File: config.mk
export PLATFORM = sky130hd
export DESIGN_NAME = lpc_sample_reconstructor
export DESIGN_NICKNAME = d
export VERILOG_FILES = /design/src/rtl/lpc_sample_reconstructor_pkg.sv /design/src/rtl/lpc_sample_reconstructor_mac.sv /design/src/rtl/lpc_sample_reconstructor.sv
export SDC_FILE = /design/constraint.sdc
export NUM_CORES = 2
export LEC_CHECK = 0
export CORE_ASPECT_RATIO = 0.9
export CORE_UTILIZATION = 40
export CTS_CLUSTER_DIAMETER = 60
export DETAILED_ROUTE_END_ITERATION = 10
export PLACE_DENSITY = 0.57
export RECOVER_POWER = 50
export SLEW_MARGIN = 5
export SYNTH_ARGS = -nofsm -noshare
export SYNTH_HDL_FRONTEND = slang
export SYNTH_SLANG_ARGS = --single-unit
File: constraint.sdc
create_clock -name iClock -period 14.5 [get_ports iClock]
set_input_delay 3.625 -clock iClock [delete_from_list [all_inputs] [get_ports iClock]]
set_output_delay 3.625 -clock iClock [all_outputs]
set_load 0.005 [all_outputs]
File: src/rtl/lpc_sample_reconstructor_pkg.sv
// Shared FLAC parameter header for the LPC encoder/decoder blocks.
// Holds the default order, block size and datapath widths, plus the
// reconstructor FSM state encoding.
package lpc_sample_reconstructor_pkg;

  localparam int LPC_MAX_ORDER    = 12;
  localparam int LPC_BLOCK_SIZE   = 4096;
  localparam int LPC_COEF_WIDTH   = 15;
  localparam int LPC_SAMPLE_WIDTH = 16;
  localparam int LPC_RES_WIDTH    = 24;
  localparam int LPC_ACC_WIDTH    = 40;

  typedef enum logic [2:0] {
    ST_IDLE   = 3'd0,
    ST_WARMUP = 3'd1,
    ST_RUN    = 3'd2,
    ST_MAC    = 3'd3,
    ST_EMIT   = 3'd4,
    ST_DONE   = 3'd5
  } lpc_state_t;

endpackage

File: src/rtl/lpc_sample_reconstructor_mac.sv
// lpc_mac: signed multiply-accumulate for the LPC predictor.
// Ports:
//   iClock, iReset (async, active-low)
//   clear   - zero the accumulator (has priority over enable)
//   enable  - add coef*sample into the accumulator this cycle
//   coef    - signed quantized coefficient
//   sample  - signed history sample
//   acc     - signed ACC_WIDTH accumulator
module lpc_mac
  import lpc_sample_reconstructor_pkg::*;
#(
  parameter int COEF_WIDTH   = LPC_COEF_WIDTH,
  parameter int SAMPLE_WIDTH = LPC_SAMPLE_WIDTH,
  parameter int ACC_WIDTH    = LPC_ACC_WIDTH
) (
  input  logic                    iClock,
  input  logic                    iReset,
  input  logic                    clear,
  input  logic                    enable,
  input  logic [COEF_WIDTH-1:0]   coef,
  input  logic [SAMPLE_WIDTH-1:0] sample,
  output logic [ACC_WIDTH-1:0]    acc
);

  localparam int PROD_W = COEF_WIDTH + SAMPLE_WIDTH;

  logic signed [PROD_W-1:0]    prod_p0;
  logic signed [ACC_WIDTH-1:0] acc_p1;

  assign prod_p0 = $signed(coef) * $signed(sample);

  // ---- stage p0 -> p1: accumulate ----
  always_ff @(posedge iClock or negedge iReset) begin
    if (!iReset) begin
      acc_p1 <= '0;
    end else if (clear) begin
      acc_p1 <= '0;
    end else if (enable) begin
      acc_p1 <= acc_p1 + ACC_WIDTH'(prod_p0);
    end
  end

  assign acc = acc_p1;

endmodule

File: src/rtl/lpc_sample_reconstructor.sv
// lpc_sample_reconstructor: rebuilds FLAC LPC samples from warm-up samples
// and residuals. The first ORDER words of a block pass through verbatim;
// each later residual is added to the shifted prediction
// sum(coef[j]*hist[j]), computed one tap per cycle.
// Ports:
//   iClock, iReset (async, active-low), iEnable (clock enable)
//   iCoefWrite/iCoefAddr/iCoef - coefficient load (IDLE/DONE only)
//   iStart/iOrder/iShift       - block start, latches order and shift
//   iValid/iResidual/oReady    - input word handshake
//   oSample/oValid             - reconstructed sample, one-cycle pulse
//   oDone                      - block complete, held until next iStart
//   oError                     - sticky, illegal order requested
module lpc_sample_reconstructor
  import lpc_sample_reconstructor_pkg::*;
#(
  parameter int MAX_ORDER    = LPC_MAX_ORDER,
  parameter int BLOCK_SIZE   = LPC_BLOCK_SIZE,
  parameter int COEF_WIDTH   = LPC_COEF_WIDTH,
  parameter int SAMPLE_WIDTH = LPC_SAMPLE_WIDTH,
  parameter int RES_WIDTH    = LPC_RES_WIDTH
) (
  input  logic                    iClock,
  input  logic                    iReset,
  input  logic                    iEnable,
  input  logic                    iCoefWrite,
  input  logic [3:0]              iCoefAddr,
  input  logic [COEF_WIDTH-1:0]   iCoef,
  input  logic                    iStart,
  input  logic [3:0]              iOrder,
  input  logic [4:0]              iShift,
  input  logic                    iValid,
  input  logic [RES_WIDTH-1:0]    iResidual,
  output logic                    oReady,
  output logic [SAMPLE_WIDTH-1:0] oSample,
  output logic                    oValid,
  output logic                    oDone,
  output logic                    oError
);

  localparam int ACC_WIDTH = LPC_ACC_WIDTH;
  localparam int CNT_W     = $clog2(BLOCK_SIZE + 1);
  localparam logic [3:0]       MAX_ORDER_L = 4'(MAX_ORDER);
  localparam logic [CNT_W-1:0] LAST_CNT    = CNT_W'(BLOCK_SIZE - 1);

  lpc_state_t state_q, state_d;

  logic signed [COEF_WIDTH-1:0]   coef_q [MAX_ORDER];
  logic signed [SAMPLE_WIDTH-1:0] hist_q [MAX_ORDER];
  logic [3:0]                     order_q;
  logic [4:0]                     shift_q;
  logic [3:0]                     tap_q;
  logic [CNT_W-1:0]               cnt_q;
  logic signed [RES_WIDTH-1:0]    res_p0;
  logic signed [SAMPLE_WIDTH-1:0] sample_q;
  logic                           warm_vld_p1;
  logic                           err_q;
  logic [ACC_WIDTH-1:0]           acc_p1;

  logic                           idle_like;
  logic                           start_ok;
  logic                           start_bad;
  logic                           accept;
  logic                           last_tap;
  logic                           last_out;
  logic                           coef_wr;
  logic                           push_en;
  logic signed [SAMPLE_WIDTH-1:0] push_val;
  logic signed [SAMPLE_WIDTH-1:0] emit_val;

  // residual + (acc >>> shift), wrapped to the sample width.
  function automatic logic signed [SAMPLE_WIDTH-1:0] emit_sample(
    input logic signed [RES_WIDTH-1:0] res,
    input logic signed [ACC_WIDTH-1:0] acc,
    input logic [4:0]                  sh
  );
    logic signed [ACC_WIDTH:0] sum;
    sum = (ACC_WIDTH+1)'(res) + (ACC_WIDTH+1)'(acc >>> sh);
    return sum[SAMPLE_WIDTH-1:0];
  endfunction

  // Warm-up words are passed through, keeping only the sample-width bits.
  function automatic logic signed [SAMPLE_WIDTH-1:0] trunc_sample(
    input logic [RES_WIDTH-1:0] w
  );
    return w[SAMPLE_WIDTH-1:0];
  endfunction

  assign idle_like = (state_q == ST_IDLE) || (state_q == ST_DONE);
  assign start_ok  = iEnable && idle_like && iStart && (iOrder <= MAX_ORDER_L);
  assign start_bad = iEnable && idle_like && iStart && (iOrder > MAX_ORDER_L);
  assign coef_wr   = iEnable && idle_like && iCoefWrite && (iCoefAddr < MAX_ORDER_L);
  assign oReady    = iEnable && ((state_q == ST_WARMUP) || (state_q == ST_RUN));
  assign accept    = iValid && oReady;
  assign last_tap  = (tap_q == order_q - 4'd1);
  assign last_out  = (cnt_q == LAST_CNT);
  assign emit_val  = emit_sample(res_p0, $signed(acc_p1), shift_q);

  assign push_en  = (accept && (state_q == ST_WARMUP)) ||
                    (iEnable && (state_q == ST_EMIT));
  assign push_val = (state_q == ST_EMIT) ? emit_val : trunc_sample(iResidual);

  assign oSample = (state_q == ST_EMIT) ? emit_val : sample_q;
  assign oValid  = iEnable && ((state_q == ST_EMIT) || warm_vld_p1);
  assign oDone   = (state_q == ST_DONE);
  assign oError  = err_q;

  lpc_mac #(
    .COEF_WIDTH  (COEF_WIDTH),
    .SAMPLE_WIDTH(SAMPLE_WIDTH),
    .ACC_WIDTH   (ACC_WIDTH)
  ) u_mac (
    .iClock (iClock),
    .iReset (iReset),
    .clear  (accept && (state_q == ST_RUN)),
    .enable (iEnable && (state_q == ST_MAC)),
    .coef   (coef_q[tap_q]),
    .sample (hist_q[tap_q]),
    .acc    (acc_p1)
  );

  always_ff @(posedge iClock or negedge iReset) begin
    if (!iReset) state_q <= ST_IDLE;
    else         state_q <= state_d;
  end

  always_comb begin
    state_d = state_q;
    if (iEnable) begin
      unique case (state_q)
        ST_IDLE, ST_DONE: begin
          if (start_bad)    state_d = ST_IDLE;
          else if (start_ok) state_d = (iOrder == 4'd0) ? ST_RUN : ST_WARMUP;
        end
        ST_WARMUP: begin
          if (iValid) begin
            if (last_out)      state_d = ST_DONE;
            else if (last_tap) state_d = ST_RUN;
          end
        end
        ST_RUN:  if (iValid) state_d = (order_q == 4'd0) ? ST_EMIT : ST_MAC;
        ST_MAC:  if (last_tap) state_d = ST_EMIT;
        ST_EMIT: state_d = last_out ? ST_DONE : ST_RUN;
        default: state_d = ST_IDLE;
      endcase
    end
  end

  // ---- stage p0: input capture, history, counters ----
  always_ff @(posedge iClock or negedge iReset) begin
    if (!iReset) begin
      for (int i = 0; i < MAX_ORDER; i++) begin
        coef_q[i] <= '0;
        hist_q[i] <= '0;
      end
      order_q     <= '0;
      shift_q     <= '0;
      tap_q       <= '0;
      cnt_q       <= '0;
      res_p0      <= '0;
      sample_q    <= '0;
      warm_vld_p1 <= 1'b0;
      err_q       <= 1'b0;
    end else if (iEnable) begin
      warm_vld_p1 <= 1'b0;
      if (coef_wr) coef_q[iCoefAddr] <= $signed(iCoef);
      if (start_bad) err_q <= 1'b1;
      if (start_ok) begin
        order_q <= iOrder;
        shift_q <= iShift;
        tap_q   <= '0;
        cnt_q   <= '0;
        for (int i = 0; i < MAX_ORDER; i++) hist_q[i] <= '0;
      end
      if (push_en) begin
        for (int i = MAX_ORDER - 1; i > 0; i--) hist_q[i] <= hist_q[i-1];
        hist_q[0] <= push_val;
        sample_q  <= push_val;
        cnt_q     <= cnt_q + 1'b1;
      end
      // tap_q counts warm-up words, then MAC taps; it is zero on entry to each.
      if (accept && (state_q == ST_WARMUP)) begin
        warm_vld_p1 <= 1'b1;
        tap_q       <= last_tap ? 4'd0 : tap_q + 4'd1;
      end
      if (accept && (state_q == ST_RUN)) begin
        res_p0 <= $signed(iResidual);
        tap_q  <= '0;
      end
      if (state_q == ST_MAC) tap_q <= last_tap ? 4'd0 : tap_q + 4'd1;
    end
  end

endmodule

Word level (Yosys, flattened, before mapping):

Index checks and enable logic that the tools add are counted.

* memory bits (writable): 0
* logic and storage cells: 128
* register bits after elaboration: 475
* latch bits: 0
* output and inout port bits: 20
* ROM bits: 0
* memories kept: 0
* bits of input ports: 58

* reduce and logical (&&, ||, !) cells: 33
* equality and inequality tests: 12
* bitwise operators: 2
* multipliers: 1
* shifts and indexed selects: 1
* magnitude comparators: 6
* add/subtract/negate cells: 5
* muxes and demuxes: 34
* divide/modulo/power cells: 0

Operators by type and width (count)
* 2-to-1 mux 192 bit: 2
* bitwise mux 180 bit: 1
* 2-to-1 mux 40 bit: 2
* binary-select mux 16 bit (select 4 bit): 1
* 2-to-1 mux 16 bit: 4
* binary-select mux 15 bit (select 4 bit): 1
* demux 15 bit (select 4 bit): 1
* 2-to-1 mux 15 bit: 3
* adder 40 x 31 -> 40 bit: 1
* >>> shifter 40 x 5 -> 16 bit: 1
* multiplier 15 x 16 -> 31 bit: 1
* 2-to-1 mux 3 bit: 9
* 2-to-1 mux 13 bit: 2
* 2-to-1 mux 4 bit: 5
* adder 16 bit: 1
* case mux 3 bit (5 select lines): 1
* logical AND 1 bit: 14
* AND reduction 2 bit: 7
* adder 13 x 1 -> 13 bit (second input constant): 1
* equality test 13 x 12 -> 1 bit (second input constant): 1
* greater-or-equal comparator 5 bit (second input constant): 2
* NOT 4 -> 5 bit: 2
* logical NOT 4 bit: 2
* equality test 3 x 2 -> 1 bit (second input constant): 2
* 19 further kinds: 27

Depth between registers and ports, before layout:

* depth after elaboration: 9
* mapped depth: 31
* mapped depth without buffers: 27

Modules after synthesis:

Synthesis repeated with hierarchy kept, for this count alone.

* cells, all modules: 3240
* area total of the unflattened synthesis: 35241.3 um^2

Modules (own cells, without submodules)
* lpc_sample_reconstructor: instances 1, area each 21948.6 um^2, sequential area each 10885.4 um^2, cells each 1772
* lpc_mac: instances 1, area each 13292.7 um^2, sequential area each 1001.0 um^2, cells each 1468

Worst setup path before layout:

OpenSTA, ideal clock, no wires.

* path type: input -> output
* start: input iEnable
* end: output oReady
* required time: 10.875 ns
* buffers on the path: 1
* arrival: 4.057 ns
* slack: 6.818 ns
* stages on the path: 2
* cells stage by stage: clkbuf_1 > and3_1

* word-level cells in the longest chain between the ends: 1

Ends and longest elaborated chain
* from (decl): line lpc_sample_reconstructor.sv:24 `input logic iEnable,`
* logical AND 1 bit: line lpc_sample_reconstructor.sv:92 `assign oReady = iEnable && ((state_q == ST_WARMUP) || (state_q == ST_RUN));`
* to (decl): line lpc_sample_reconstructor.sv:33 `output logic oReady,`

Every way passes these cells.

Worst setup path in the final report:

* start: register tap_q[0]
* end: register u_mac.acc_p1[39] (netlist: u_mac.acc[39])

* word-level cells in the longest chain between the ends: 8

Ends and longest elaborated chain
* from (decl): line lpc_sample_reconstructor.sv:51 `logic [3:0] tap_q;`
* from (signal assigned): line lpc_sample_reconstructor.sv:183 `tap_q <= last_tap ? 4'd0 : tap_q + 4'd1;`
* from (signal assigned): line lpc_sample_reconstructor.sv:189 `if (state_q == ST_MAC) tap_q <= last_tap ? 4'd0 : tap_q + 4'd1;`
* NOT 4 -> 5 bit (implied by the code) *: line lpc_sample_reconstructor.sv:116, lpc_sample_reconstructor.sv:117
* binary-select mux 15 bit (select 4 bit) or binary-select mux 16 bit (select 4 bit) (tied branches): line lpc_sample_reconstructor.sv:116, lpc_sample_reconstructor.sv:117
* 2-to-1 mux 15 bit (implied by the code) or 2-to-1 mux 16 bit (tied branches) (2 in a row): line lpc_sample_reconstructor.sv:116, lpc_sample_reconstructor.sv:117
* multiplier 15 x 16 -> 31 bit *: line lpc_sample_reconstructor_mac.sv:30 `assign prod_p0 = $signed(coef) * $signed(sample);`
* adder 40 x 31 -> 40 bit *: line lpc_sample_reconstructor_mac.sv:39 `acc_p1 <= acc_p1 + ACC_WIDTH'(prod_p0);`
* 2-to-1 mux 40 bit *: line lpc_sample_reconstructor_mac.sv:38 `end else if (enable) begin`
* 2-to-1 mux 40 bit *: line lpc_sample_reconstructor_mac.sv:36 `end else if (clear) begin`
* to (signal assigned): line lpc_sample_reconstructor_mac.sv:39
* to (decl): line lpc_sample_reconstructor_mac.sv:28 `logic signed [ACC_WIDTH-1:0] acc_p1;`

Every way passes the cells marked *; elsewhere a longest branch is shown, timed or not. The select of a mux whose other input is x is not followed.
A chain may end at the register's enable or synchronous reset.

==> impl_metrics.csv <==
group,metric,value,unit
timing,worst_pin_slew,5.23,ns
outcome,violations,"capacitance limit, slew limit",
hold_path,hp-class,"reg2reg",
critical_path,worst-path-max-fanout,34,
timing,final_hold_viol_count,0,
drt,viasPerCell,5.28,
global_routing,grt_pass1_vias,25592,
global_routing,grt_max_degree,172,
job,drv_cap,7,
cts,numCtsBuffers,56,
die,dieArea,90200,µm²
critical_path,cp.arrival,11.38,ns
outcome,status,"finished, violations left",
die,rows,103,
layout,fill_cells,8385,
synth,synth_cells,3573,
cts,cts-resized-gates,0,
drt,detail_route.iter0.violations,1701,
critical_path,cp-startpoint,"tap_q[0]",
die,io_pins,78,
timing,skew,0.0864,ns
synth,ys_warn_count,0,
timing,setup_viol,0,
synth,yosysSeqAreaShare,0.334,
drt,drtPass1Iterations,5,
timing,max_freq,92.2,MHz
timing,relSlewSlack,-2.49,
timing,period_share,0.748,
synth,synth_ff_type,"dfrtp_1",
synth,postSynth.asyncResetShare,1.00,
placement,place_hpwl,62700,µm
layout,fin_nets,4029,
die,fp.dieW,316,µm
die,coreArea,87900,µm²
critical_path,crit_required,15.03,ns
synth,avgSynthCellArea,9.96,µm²
placement,gp_congestion,0.839,
synth,syn_area,35600,µm²
drt,wire_per_inst,18.7,µm
layout,multi_input_area,21400,µm²
synth,syn_nets,4058,
cts,ctsHoldBuffers,0,
critical_path,startpoint_type,"register",
layout,drive_gt1_frac,0.144,
timing,setup_tns,0,ns
die,start_util,0.405,
placement,io_buffers,69,
timing,slew_violations,408,
drt,via_count,25063,
synth,synth-edff-count,0,
drt,wl,88800,µm
drt,postRouteAntennaNets,0,
critical_path,endpoint_kind,"register",
cts,clkSinkCount,475,
global_routing,antenna_found_initial,0,
cts,cts_setup_buffers,0,
critical_path,path_class,"reg2reg",
global_routing,grt_use_total,0.203,
global_routing,grt_pass1_wl,146000,µm
cts,clk_latency,0.67,ns
timing,period_needed,10.85,ns
cts,h-tree-depth,2,
hold_path,hold_start,"hist_q[138]",
synth,ys_types,73,
timing,rsz0062_at_grt,"no",
layout,seq_area,11900,µm²
layout,area_growth_syn_to_layout,10.9,%
critical_path,timing.rr.start,"tap_q[0]",
drt,drc,0,
layout,num_antenna_cells,0,
global_routing,overflow,0,
cts,clockBufferDepth,3,
synth,ys_ff_latch,475,
cts,path_clk_slew,0.06,ns
cts,cts-root-buf,"clkbuf_16",
cts,cts_tree,"yes",
die,die_h,285,µm
worst max-delay path: stages (launching register included):
cell and delay, ns:
dfrtp_4 0.72, clkbuf_1 2.21, mux4_2 0.72, mux2i_1 0.22, o21ai_1 0.10, buf_4 0.24
and2_1 0.24, fa_1 0.63, fa_1 0.86, inv_1 0.21, fa_1 0.65, fa_1 0.78
inv_1 0.19, fa_1 0.51, inv_1 0.05, fa_1 0.48, inv_1 0.04, ha_1 0.37
a21o_1 0.19, a21oi_1 0.32, o21ai_0 0.14, a21o_1 0.20, a21oi_1 0.18, a21o_1 0.14
o41ai_1 0.06, o31ai_1 0.23
stage by stage:
stage                util  area, µm²  hold WS, ns  cells  setup WS, ns
floorplan               -      35600        0.446   3573          6.82
global placement    0.425      37400        0.458   4641          5.33
detailed placement  0.425      37400        0.464   4641          5.32
CTS                 0.450      39500        0.434   4747          4.92
global route        0.449      39500        0.475   4747          2.45
finish              0.449      39500        0.427   4747          3.65
sequential cells by signal, summed over array words and instances, names as in the netlist:
signal / count
warm_vld_p1: 1
coef_q: 180
oError: 1
u_mac.acc: 40
tap_q: 4
res_p0: 16
shift_q: 5
cnt_q: 13
state_q: 3
hist_q: 192
sample_q: 16
order_q: 4
Yosys cell counts, drive strengths merged, types with 17 or more instances:
cell | count | area, µm²
and2 | 34 | 213
mux2i | 80 | 801
ha | 131 | 1640
nor3 | 19 | 121
o21ai | 136 | 684
a21oi | 106 | 538
buf | 77 | 397
nand2 | 698 | 2620
a21o | 39 | 293
fa | 296 | 5930
xnor2 | 42 | 368
mux4 | 100 | 2250
clkbuf | 139 | 522
o21a | 17 | 129
dfrtp | 475 | 11900
inv | 397 | 1490
mux2 | 214 | 2410
nor2b | 50 | 320
nand3 | 197 | 986
nor2 | 135 | 529
nand2b | 18 | 113
final cells by class:
class                           count  share of cell area
Multi-Input combinational cell   2484               0.541
Clock buffer                       77              0.0408
Clock inverter                     29              0.0140
Tap cell                         1155              0.0366
Inverter                          398              0.0378
Timing Repair Buffer              129              0.0287
Sequential cell                   475               0.301
layout by cell type, fill, tap and decap left out, types with 80 or more instances in the layout:
cell	instances
fa_1	296
inv_1	397
o21ai_0	105
nand3_1	196
a21oi_1	103
mux4_2	100
nor2_1	126
mux2i_1	80
ha_1	131
nand2_1	698
dfrtp_1	471
mux2_2	213
cell families (layout without fill, tap and decap cells):
logic type,after synthesis,after routing,synth area share
buffers and inverters,614,633,0.0678
adders and majority gates,427,427,0.212
DFF,475,475,0.334
xor gates and xnor gates,57,57,0.0140
muxes,394,394,0.153
AOI/OAI and AO/OA,407,407,0.0717
and+or+nand+nor,1199,1199,0.147
path summary, 6_finish.rpt:
path | endpoint | slack [ns] | cells past startpoint
setup / recovery | u_mac.acc[39] | 3.65 | 25
hold / removal | hist_q[122] | 0.43 | 2
setup reg to reg | u_mac.acc[39] | 3.65 | 25
hold reg to reg | hist_q[122] | 0.43 | 2
max in group asynchronous | coef_q[38] | 4.02 | 3
min in group asynchronous | cnt_q[4] | 4.90 | 1
routing by layer:
metal / global-route usage / part of all wire / vias up
li1: - / - / 11740
met1: 0.305 / 0.49 / 12826
met2: 0.316 / 0.46 / 393
met3: 0.0215 / 0.034 / 104
met4: 0.0434 / 0.017 / 0
met5: 0 / 0 / -
Power is left out: the tool's default activity adds up to more than one toggle a clock period on the data nets, which glitch-free logic cannot reach.
